[config.mk]
export PLATFORM = sky130hd
export DESIGN_NAME = adder_share_arb
export DESIGN_NICKNAME = d
export VERILOG_FILES = /design/src/rtl/adder_share_pkg.sv /design/src/rtl/adder_share_arb_rr_arbiter.sv /design/src/rtl/adder_share_arb.sv
export SDC_FILE = /design/constraint.sdc
export NUM_CORES = 1
export LEC_CHECK = 0
export ABC_CLOCK_PERIOD_IN_PS = 3200
export CAP_MARGIN = 20
export CORE_MARGIN = 5
export CORE_UTILIZATION = 41
export DETAILED_ROUTE_END_ITERATION = 16
export MAX_ROUTING_LAYER = met4
export PLACE_DENSITY = 0.76
export RECOVER_POWER = 50
export SLEW_MARGIN = 10
export SYNTH_ARGS = -nofsm -noshare
export SYNTH_HDL_FRONTEND = slang
export SYNTH_SLANG_ARGS = --single-unit
[constraint.sdc]
create_clock -name clk -period 3.2 [get_ports clk]
set_input_delay 0.64 -clock clk [delete_from_list [all_inputs] [get_ports clk]]
set_output_delay 0.64 -clock clk [all_outputs]
set_load 0.01 [all_outputs]
[src/rtl/adder_share_pkg.sv]
// Shared types and helpers for the adder_share_arb block.
// Holds the default NREQ/W sizing, the round-robin pick function and
// the stage-1 pipeline record. The record and rr_pick are sized by the
// localparams below, so a different NREQ/W is configured here.
package adder_share_pkg;

    localparam int unsigned NREQ_DEF = 4;
    localparam int unsigned W_DEF    = 8;
    localparam int unsigned IDW_DEF  = $clog2(NREQ_DEF);

    // Stage-1 record: winning operands, resolved carry-in and owner index.
    typedef struct packed {
        logic               valid;
        logic [IDW_DEF-1:0] id;
        logic [W_DEF-1:0]   a;
        logic [W_DEF-1:0]   b;
        logic               carry;
    } s1_rec_t;

    // One-hot grant: first requester with req high, scanning ptr, ptr+1, ... mod NREQ.
    function automatic logic [NREQ_DEF-1:0] rr_pick(
        input logic [NREQ_DEF-1:0] req,
        input logic [IDW_DEF-1:0]  ptr
    );
        logic [NREQ_DEF-1:0] pick;
        logic                found;
        int unsigned         idx;
        pick  = '0;
        found = 1'b0;
        for (int unsigned i = 0; i < NREQ_DEF; i++) begin
            idx = (32'(ptr) + i) % NREQ_DEF;
            if (!found && req[IDW_DEF'(idx)]) begin
                pick[IDW_DEF'(idx)] = 1'b1;
                found               = 1'b1;
            end
        end
        return pick;
    endfunction

endpackage

[src/rtl/adder_share_arb_rr_arbiter.sv]
// Round-robin arbiter: combinational one-hot pick plus the priority pointer.
// Ports:
//   clk, rst_n : clock, asynchronous active-low reset
//   req        : per-requester request
//   accept     : a transfer happened this cycle (from the top level)
//   acc_id     : index of the accepted requester
//   gnt        : one-hot pick from req and the current pointer (combinational)
module rr_arbiter
    import adder_share_pkg::*;
#(
    parameter int unsigned NREQ = NREQ_DEF
) (
    input  logic                    clk,
    input  logic                    rst_n,
    input  logic [NREQ-1:0]         req,
    input  logic                    accept,
    input  logic [$clog2(NREQ)-1:0] acc_id,
    output logic [NREQ-1:0]         gnt
);

    localparam int unsigned IDW = $clog2(NREQ);

    logic [IDW-1:0] ptr;

    assign gnt = rr_pick(req, ptr);

    // After serving index k, k+1 (mod NREQ) becomes highest priority.
    always_ff @(posedge clk or negedge rst_n) begin
        if (!rst_n) begin
            ptr <= '0;
        end else if (accept) begin
            ptr <= (acc_id == IDW'(NREQ - 1)) ? '0 : acc_id + IDW'(1);
        end
    end

endmodule

[src/rtl/adder_share_arb.sv]
// Shares one registered W-bit adder among NREQ requesters.
// A round-robin arbiter picks a requester, stage 1 registers its operands
// and carry-in, stage 2 registers {cout, sum} tagged with the owner index.
// Optional lock/carry-chain mode: define ADDER_SHARE_ARB_LOCK_EN.
// Ports:
//   clk, rst_n      : clock, asynchronous active-low reset
//   req, chain, cin : per-requester request, more-beats-follow, carry-in
//   a_in, b_in      : operands, requester i in bits [i*W +: W]
//   gnt             : one-hot grant (combinational)
//   rsp_valid       : one-cycle result pulse per accepted request
//   rsp_id, sum,cout: owner index and registered result
module adder_share_arb
    import adder_share_pkg::*;
#(
    parameter int unsigned NREQ = NREQ_DEF,
    parameter int unsigned W    = W_DEF
) (
    input  logic                    clk,
    input  logic                    rst_n,
    input  logic [NREQ-1:0]         req,
    input  logic [NREQ-1:0]         chain,
    input  logic [NREQ*W-1:0]       a_in,
    input  logic [NREQ*W-1:0]       b_in,
    input  logic [NREQ-1:0]         cin,
    output logic [NREQ-1:0]         gnt,
    output logic                    rsp_valid,
    output logic [$clog2(NREQ)-1:0] rsp_id,
    output logic [W-1:0]            sum,
    output logic                    cout
);

    localparam int unsigned IDW = $clog2(NREQ);

    logic [NREQ-1:0] arb_gnt;
    logic            accept;
    logic [IDW-1:0]  acc_id;
    logic            carry_sel;
    s1_rec_t         s1;
    logic [W:0]      s1_full;

    rr_arbiter #(.NREQ(NREQ)) u_arb (
        .clk    (clk),
        .rst_n  (rst_n),
        .req    (req),
        .accept (accept),
        .acc_id (acc_id),
        .gnt    (arb_gnt)
    );

    // Single adder; feeds stage 2 and, in lock mode, the forwarded chain carry.
    assign s1_full = (W+1)'(s1.a) + (W+1)'(s1.b) + (W+1)'(s1.carry);

`ifdef ADDER_SHARE_ARB_LOCK_EN
    logic           lock;
    logic [IDW-1:0] lock_id;
    logic           chain_c;

    // S1 operands hold between acceptances and nobody else is served while
    // locked, so they always belong to lock_id's previous beat.
    assign chain_c = s1_full[W];

    always_ff @(posedge clk or negedge rst_n) begin
        if (!rst_n) begin
            lock    <= 1'b0;
            lock_id <= '0;
        end else if (accept) begin
            lock    <= chain[acc_id];
            lock_id <= acc_id;
        end
    end

    // Lock forces the grant to its owner even when it is not requesting.
    always_comb begin
        gnt = arb_gnt;
        if (lock) begin
            gnt          = '0;
            gnt[lock_id] = 1'b1;
        end
        if (!rst_n) begin
            gnt = '0;
        end
    end

    always_comb begin
        carry_sel = cin[acc_id];
        if (lock) begin
            carry_sel = chain_c;
        end
    end
`else
    logic chain_unused;
    assign chain_unused = ^chain;

    always_comb begin
        gnt = arb_gnt;
        if (!rst_n) begin
            gnt = '0;
        end
    end

    assign carry_sel = cin[acc_id];
`endif

    // Encode the one-hot grant into the accepted index.
    always_comb begin
        acc_id = '0;
        for (int unsigned i = 0; i < NREQ; i++) begin
            if (gnt[i]) begin
                acc_id = IDW'(i);
            end
        end
    end

    assign accept = |(req & gnt);

    // Stage 1: capture the winner; data holds when nothing is accepted.
    always_ff @(posedge clk or negedge rst_n) begin
        if (!rst_n) begin
            s1 <= '0;
        end else begin
            s1.valid <= accept;
            if (accept) begin
                s1.id    <= acc_id;
                s1.a     <= a_in[32'(acc_id)*W +: W];
                s1.b     <= b_in[32'(acc_id)*W +: W];
                s1.carry <= carry_sel;
            end
        end
    end

    // Stage 2: registered result; holds when stage 1 is empty.
    always_ff @(posedge clk or negedge rst_n) begin
        if (!rst_n) begin
            rsp_valid <= 1'b0;
            rsp_id    <= '0;
            sum       <= '0;
            cout      <= 1'b0;
        end else begin
            rsp_valid <= s1.valid;
            if (s1.valid) begin
                {cout, sum} <= s1_full;
                rsp_id      <= s1.id;
            end
        end
    end

endmodule

# [After elaboration in Yosys (flattened, before gate mapping)]
# Cells that the tools add are included.
[totals] ff_bits=34 inputBits=78 output_inout_bits=16
[op_classes] add_sub_neg=6 order_cmp=9 n_eq_ne=1 n_shift=2 muxes=30 bitwise=4 reduce_logical=11
[ops] operator="$shiftx 32x6->8" count=2
[ops] operator="$mux 4" count=5
[ops] operator="$lt 2x3->1 const B" count=5
[ops] operator="$mux 1" count=13
[ops] operator="$or 4x4->4" count=3
[ops] operator="$bmux 1 s2" count=5
[ops] operator="$add 8x8->9" count=1
[ops] operator="$add 9x1->9" count=1
[ops] operator="$demux 1 s2" count=4
[ops] operator="$ge 2x1->1 const B" count=4
[ops] operator="$logic_and 1x1->1" count=7
[ops] operator="$mux 2" count=3
[ops] operator="$add 2x1->2 const B" count=2
[ops] operator="$add 2x2->2 const B" count=2
[ops] operator="$and 4x4->4" count=1
[ops] operator="$reduce_or 4->1" count=1
[ops] operator="$logic_not 1->1" count=3
[ops] operator="$eq 2x2->1 const B" count=1

# [Depth between registers and ports, before layout]
# Gate-level depths: netlist (run 1).
[logic_depth] ltp_word=18 depth_mapped=12 depth_no_buf=11

# [Hierarchy]
# A second synthesis (run 1) with hierarchy kept.
[unflattened] cells_unflattened=230 area_unflattened_um2=2585.0
[by_module_without_submodules] module="adder_share_arb" n_inst=1 cells_per_inst=186 area_each_um2=2163.3
[by_module_without_submodules] module="rr_arbiter" n_inst=1 cells_per_inst=44 area_each_um2=421.7

# [Least setup slack after synthesis (run 1)]
# Ideal clock, no wire load.
[synth_timing] path_type="register to output" start="reg u_arb.ptr[0]" end="out gnt[2]" t_arrival_ns=2.670 required_time_ns=2.560 slack_ns=-0.110 stages_incl_launch_ff=10 n_path_buf=2 path_cell_list="dfrtp_1 > buf_2 > inv_1 > ha_1 > mux4_2 > a31o_1 > a211o_1 > a31oi_4 > buf_2 > inv_1"
[synth_between] elab_chain_cells=13 word_cells_on_any_way=48 cone_classes="add/sub: 3; order compare: 8; mux: 24; bitwise: 3; reduce/logical: 10"
[synth_lines] element="start, declared" line="adder_share_arb_rr_arbiter.sv:23" source="logic [IDW-1:0] ptr;"
[synth_lines] element="start signal, assigned" line="adder_share_arb_rr_arbiter.sv:32" source="ptr <= (acc_id == IDW'(NREQ - 1)) ? '0 : acc_id + IDW'(1);"
[synth_lines] element="parallel branches: the longest is 11 deep, another holds $lt 2x3->1"
[synth_lines] element="$mux 4 (*)" line="adder_share_pkg.sv:32" source="if (!found && req[IDW_DEF'(idx)]) begin"
[synth_lines] element="$mux 4 (*)" line="adder_share_arb.sv:96" source="if (!rst_n) begin"
[synth_lines] element="end, declared" line="adder_share_arb.sv:25" source="output logic [NREQ-1:0] gnt,"
# Mark *: on every way between the ends. The select of a mux whose other input is x is not followed.

# [Worst setup path in the final report (run 1)]
[layout_timing] start="reg u_arb.ptr[0]" end="out gnt[0]"
# Same word-level chain as after synthesis.

==> results of run 1 <==
[synth_stat cells (3+ instances only)]
cell / n / area share
nor2_1: 7 / 0.010
and3_1: 6 / 0.014
buf_6: 4 / 0.017
o32a_1: 18 / 0.069
clkbuf_1: 9 / 0.013
mux4_2: 4 / 0.035
ha_1: 15 / 0.072
o21ai_0: 3 / 0.0058
o211ai_1: 17 / 0.049
a21oi_1: 26 / 0.050
dfrtp_1: 34 / 0.33
mux2_2: 9 / 0.039
inv_1: 18 / 0.026
mux2i_1: 5 / 0.019
a22o_1: 3 / 0.010
xnor2_1: 3 / 0.010
nand2b_1: 5 / 0.012
a31oi_1: 21 / 0.050
buf_2: 6 / 0.012
nand3b_1: 3 / 0.0086
nand2_1: 23 / 0.033
[what timing repair did]
| action | CTS | global route |
|---|---|---|
| endpoints found under the setup margin | 4 | 4 |
| buffers inserted | 2 | 2 |
| gates resized for setup | 18 | 10 |
| pin swaps | 3 | 3 |
| hold buffers | 0 | 0 |
[path summary, 6_finish.rpt]
| path | end | from | slack (ns) | cells past startpoint |
|---|---|---|---|---|
| worst max register to register | s1[2] | u_arb.ptr[0] | 0.23 | 11 |
| min in group clk | sum[7] | sum[7] | 0.49 | 2 |
| max in group asynchronous | s1[7] | rst_n | 1.09 | 2 |
| worst max-delay path | gnt[0] | u_arb.ptr[0] | 0.11 | 8 |
| worst min register to register | sum[7] | sum[7] | 0.49 | 2 |
| worst min-delay path | s1[9] | rst_n | 0.41 | 1 |
[power by group]
| group | internal [uW] | leakage, uW | switching [uW] | total (uW) |
|---|---|---|---|---|
| Clock | 232 | 0.0000514 | 156 | 388 |
| Sequential | 652 | 0.000388 | 160 | 812 |
| Combinational | 1380 | 0.00119 | 1370 | 2750 |
| Total | 2270 | 0.00163 | 1680 | 3950 |
[sequential cells by signal (all words and copies together) (netlist names)]
register	flops
cout	1
u_arb.ptr	2
s1	20
rsp_valid	1
rsp_id	2
sum	8
[worst max-delay path, stage by stage, from the launching register on]
cell and delay, ns:
dfrtp_1 0.40, buf_6 0.14, buf_4 0.11, mux4_2 0.53, nor4b_4 0.36, buf_4 0.17, a22o_1 0.12, and2_1 0.11
clkdlybuf4s15_2 0.22
[cell type report]
class                      instances  area [um2]  share of cell area
multi-input combinational        200        1610               0.411
timing repair buffer             131        1180               0.302
sequential                        34         851               0.217
tap                               77        96.3              0.0246
clock buffer                       6        72.6              0.0185
inverter                          18        67.6              0.0172
clock inverter                     2        37.5             0.00958
[cells by family after synthesis]
group           share of synthesized area
buf+inv                            0.0676
flops                               0.326
mux                                0.0968
fa+ha+maj                          0.0872
simple gates                        0.119
compound gates                      0.293
xor+xnor                           0.0101
[per-layer routing]
metal / wire length [um] / share of wire
met2: 4180 / 0.52
met5: 0 / 0
met3: 310 / 0.038
met4: 87 / 0.011
met1: 3480 / 0.43
[through the flow]
stage,total power [uW],util,TNS [ns],hold slack [ns]
finish,3950,0.624,0,0.409
global route,4290,0.624,0,0.412
CTS,3930,0.625,0,0.241
detailed placement,3500,0.603,-5.93,0.480
global placement,3430,0.603,-5.11,0.473
floorplan,2520,-,-0.0844,0.344
==> metrics.yaml, run 1 <==
numPortBuffers: 89
maxCapViolations: 0
via_count: 2621
hpwl_mm: 6.44
drive_gt1_frac: 0.197
dp_slack_ns: -0.566
synth_edf_count: 0
ys_async_sr_fraction: 1.00
grt-ovfl-total: 0
yosysWarnings: 0
syn_area_per_cell_um2: 9.63
period_needed_ns: 3.09
drtIter0Drc: 186
startpoint_type: "register"
crit_path_max_fanout: 5
final_common_cell: "clkdlybuf4s50_1"
grt_pass1_wl_mm: 13.3
fmax_mhz: 323
ys_types: 45
via_per_inst: 5.60
tightest_slew_ns: 1.36
wl_per_cell_um: 17.2
die_x_um: 89.8
clock-sinks: 34
num_rows: 29
use_met1: 0.256
nFillCells: 566
cp-end-kind: "output pin"
antenna_cells: 0
syn_area_um2: 2610
rsz0062_at_grt: "no"
cts-htree-levels: 2
stdcell_count: 468
met2_usage: 0.349
routed_wl_mm: 8.06
die_area_um2: 8060
layout_common_cells: "78 x clkdlybuf4s50_1, 39 x buf_4, 34 x dfrtp_1, 26 x a21oi_1, 23 x nand2_1"
arrival_ns: 2.45
hold_path.class: "in2async"
ioPinCount: 94
critPathKind: "reg2out"
drc: 0
core_um2: 6280
clock_path_buffers: 2
clk_latency_ns: 0.28
ys_seq_elements: 34
p_per_area_nw_per_um2: 1010
grt_pass1_vias: 2682
synth.yosys.seq_area_share: 0.326
flow.area_growth_from_synthesis_pct: 50.1
grt_util_met3: 0.0301
fin_area_um2: 3920
clk_pin_slew_worst_paths_ns: 0.07
finalWorstSetupSlack_ns: 0.108
nNetsFinal: 485
leakage_uw: 0.00163
hold_violations: 0
crit_required_ns: 2.56
status: "completed"
drtPass1Iterations: 4
cts_tree: "yes"
ant_nets: 0
cts_buffers: 5
post-route-period-util: 0.966
gp_congestion: 0.944
placed_cells: 456
grt_usage: 0.205
busiest_layer: "met2"
grt_max_degree: 30
start_util: 0.416
syn_nets: 366
max_slew_margin: 0.0960
netlist_instances: 271
setup_violations: 0
slew_violations: 0
root_buffer: "clkbuf_8"
synth_ff_type: "dfrtp_1"
antenna_found_initial: 0
skew_ns: 0.00193
die_height_um: 89.8
irDropWorstVdd_mv: 0.549
placed_area_um2: 3790
No activity file was read; power rests on OpenSTA's default activity.
==> inputs of run 2 (changes only) <==
--- a/config.mk
+++ b/config.mk
@@ -6,13 +6,13 @@
 export NUM_CORES = 1
 export LEC_CHECK = 0
 export ABC_CLOCK_PERIOD_IN_PS = 3200
-export CAP_MARGIN = 20
 export CORE_MARGIN = 5
 export CORE_UTILIZATION = 41
 export DETAILED_ROUTE_END_ITERATION = 16
 export MAX_ROUTING_LAYER = met4
 export PLACE_DENSITY = 0.76
 export RECOVER_POWER = 50
+export SKIP_CTS_REPAIR_TIMING = 1
 export SLEW_MARGIN = 10
 export SYNTH_ARGS = -nofsm -noshare
 export SYNTH_HDL_FRONTEND = slang
==> metrics.yaml, run 2 (synthesis results as in run 1) <==
ant_nets: 0
clock_path_buffers: 2
cts_buffers: 5
drtPass1Iterations: 4
met2_usage: 0.346
hold_path.class: "in2async"
crit_buf_inv: 4
crit_chain: "dlymetal6s2s_1, buf_4, mux4_2, nor4b_4, buf_4, a22o_1, and2_1, dlymetal6s2s_1"
skew_ns: 0.00178
antenna_found_initial: 0
grt_max_degree: 30
placed_area_um2: 3790
clk_latency_ns: 0.28
largest_reg_flops: 20
arrival_ns: 2.41
critPathKind: "in2out"
grt_pass1_vias: 2676
grt_pass1_wl_mm: 13.3
startpoint_type: "primary input"
root_buffer: "clkbuf_8"
max_slew_margin: 0.0939
use_met1: 0.257
nFillCells: 550
path_delay_family: "buffers and inverters"
hpwl_mm: 6.44
numPortBuffers: 89
grt-ovfl-total: 0
max_stage_delay_ns: 0.49
num_rows: 29
via_per_inst: 5.63
gp_congestion: 0.944
fmax_mhz: 328
grt_util_met3: 0.0301
top_regs: "s1 (20), sum (8)"
power_uw: 3910
final_common_cell: "clkdlybuf4s50_1"
rsz0062_at_grt: "no"
via_count: 2612
tightest_slew_ns: 1.36
cts_tree: "yes"
core_um2: 6280
cts-htree-levels: 2
wl_per_cell_um: 17.4
start_util: 0.416
drc: 0
p_per_area_nw_per_um2: 996
die_x_um: 89.8
drive_gt1_frac: 0.171
fin_area_um2: 3930
nNetsFinal: 481
top_register: "s1"
grt_usage: 0.205
hold_violations: 0
flow.area_growth_from_synthesis_pct: 50.5
cp-end-kind: "output pin"
maxCapViolations: 0
slew_violations: 0
crit_path_max_fanout: 6
post-route-util: 0.626
irDropWorstVdd_mv: 0.547
die_area_um2: 8060
period_needed_ns: 3.05
die_height_um: 89.8
crit_required_ns: 2.56
post-route-period-util: 0.952
ioPinCount: 94
leakage_uw: 0.00170
critPathSlowestCell: "mux4_2"
routed_wl_mm: 8.06
status: "completed"
clk_pin_slew_worst_paths_ns: 0.07
drtIter0Drc: 195
clock-sinks: 34
busiest_layer: "met2"
setup_violations: 0
antenna_cells: 0
layout_common_cells: "78 x clkdlybuf4s50_1, 36 x buf_4, 34 x dfrtp_1, 26 x a21oi_1, 23 x nand2_1"
-- run 2: changes by cell type in the layout (fill, tap and decap cells not counted), moves of 2 or more --
cell	before	now
dlymetal6s2s_1	0	8
clkbuf_2	4	0
buf_4	39	36
buf_2	2	0
mux2i_1	5	3
mux2i_2	0	2
-- run 2: path summary, 6_finish.rpt --
path,from,slack [ns],cells after the start,to
setup / recovery,req[2],0.15,8,gnt[0]
hold / removal,rst_n,0.41,1,s1[9]
setup reg to reg,u_arb.ptr[1],0.29,11,s1[2]
hold reg to reg,sum[7],0.49,2,sum[7]
max in group asynchronous,rst_n,1.09,2,s1[7]
min in group clk,sum[7],0.49,2,sum[7]
-- run 2: area by class of cell --
type / count / area, um2 / area share
Multi-Input combinational cell: 200 / 1610 / 0.409
Timing Repair Buffer: 127 / 1200 / 0.305
Sequential cell: 34 / 851 / 0.217
Tap cell: 77 / 96.3 / 0.0245
Clock buffer: 6 / 72.6 / 0.0185
Inverter: 18 / 67.6 / 0.0172
Clock inverter: 2 / 37.5 / 0.00955
-- run 2: stage by stage --
step	hold WS, ns	setup WS [ns]	cells	setup TNS [ns]
floorplan	0.344	-0.0844	271	-0.0844
finish	0.410	0.152	464	0
CTS	0.241	-0.570	464	-1.93
global placement	0.473	-0.530	456	-5.11
global route	0.412	0.0608	464	0
detailed placement	0.480	-0.566	456	-5.93
-- run 2: report_power, final --
group / switching [uW] / internal (uW) / total [uW] / leakage [uW]
registers: 158 / 652 / 810 / 0.000388
clock network: 157 / 232 / 389 / 0.0000514
logic: 1360 / 1360 / 2710 / 0.00126
total: 1670 / 2240 / 3910 / 0.00170
-- run 2: per-layer routing --
metal,part of all wire,vias up
li1,-,1267
met2,0.50,79
met4,0.019,0
met3,0.045,13
met5,0,-
met1,0.44,1253
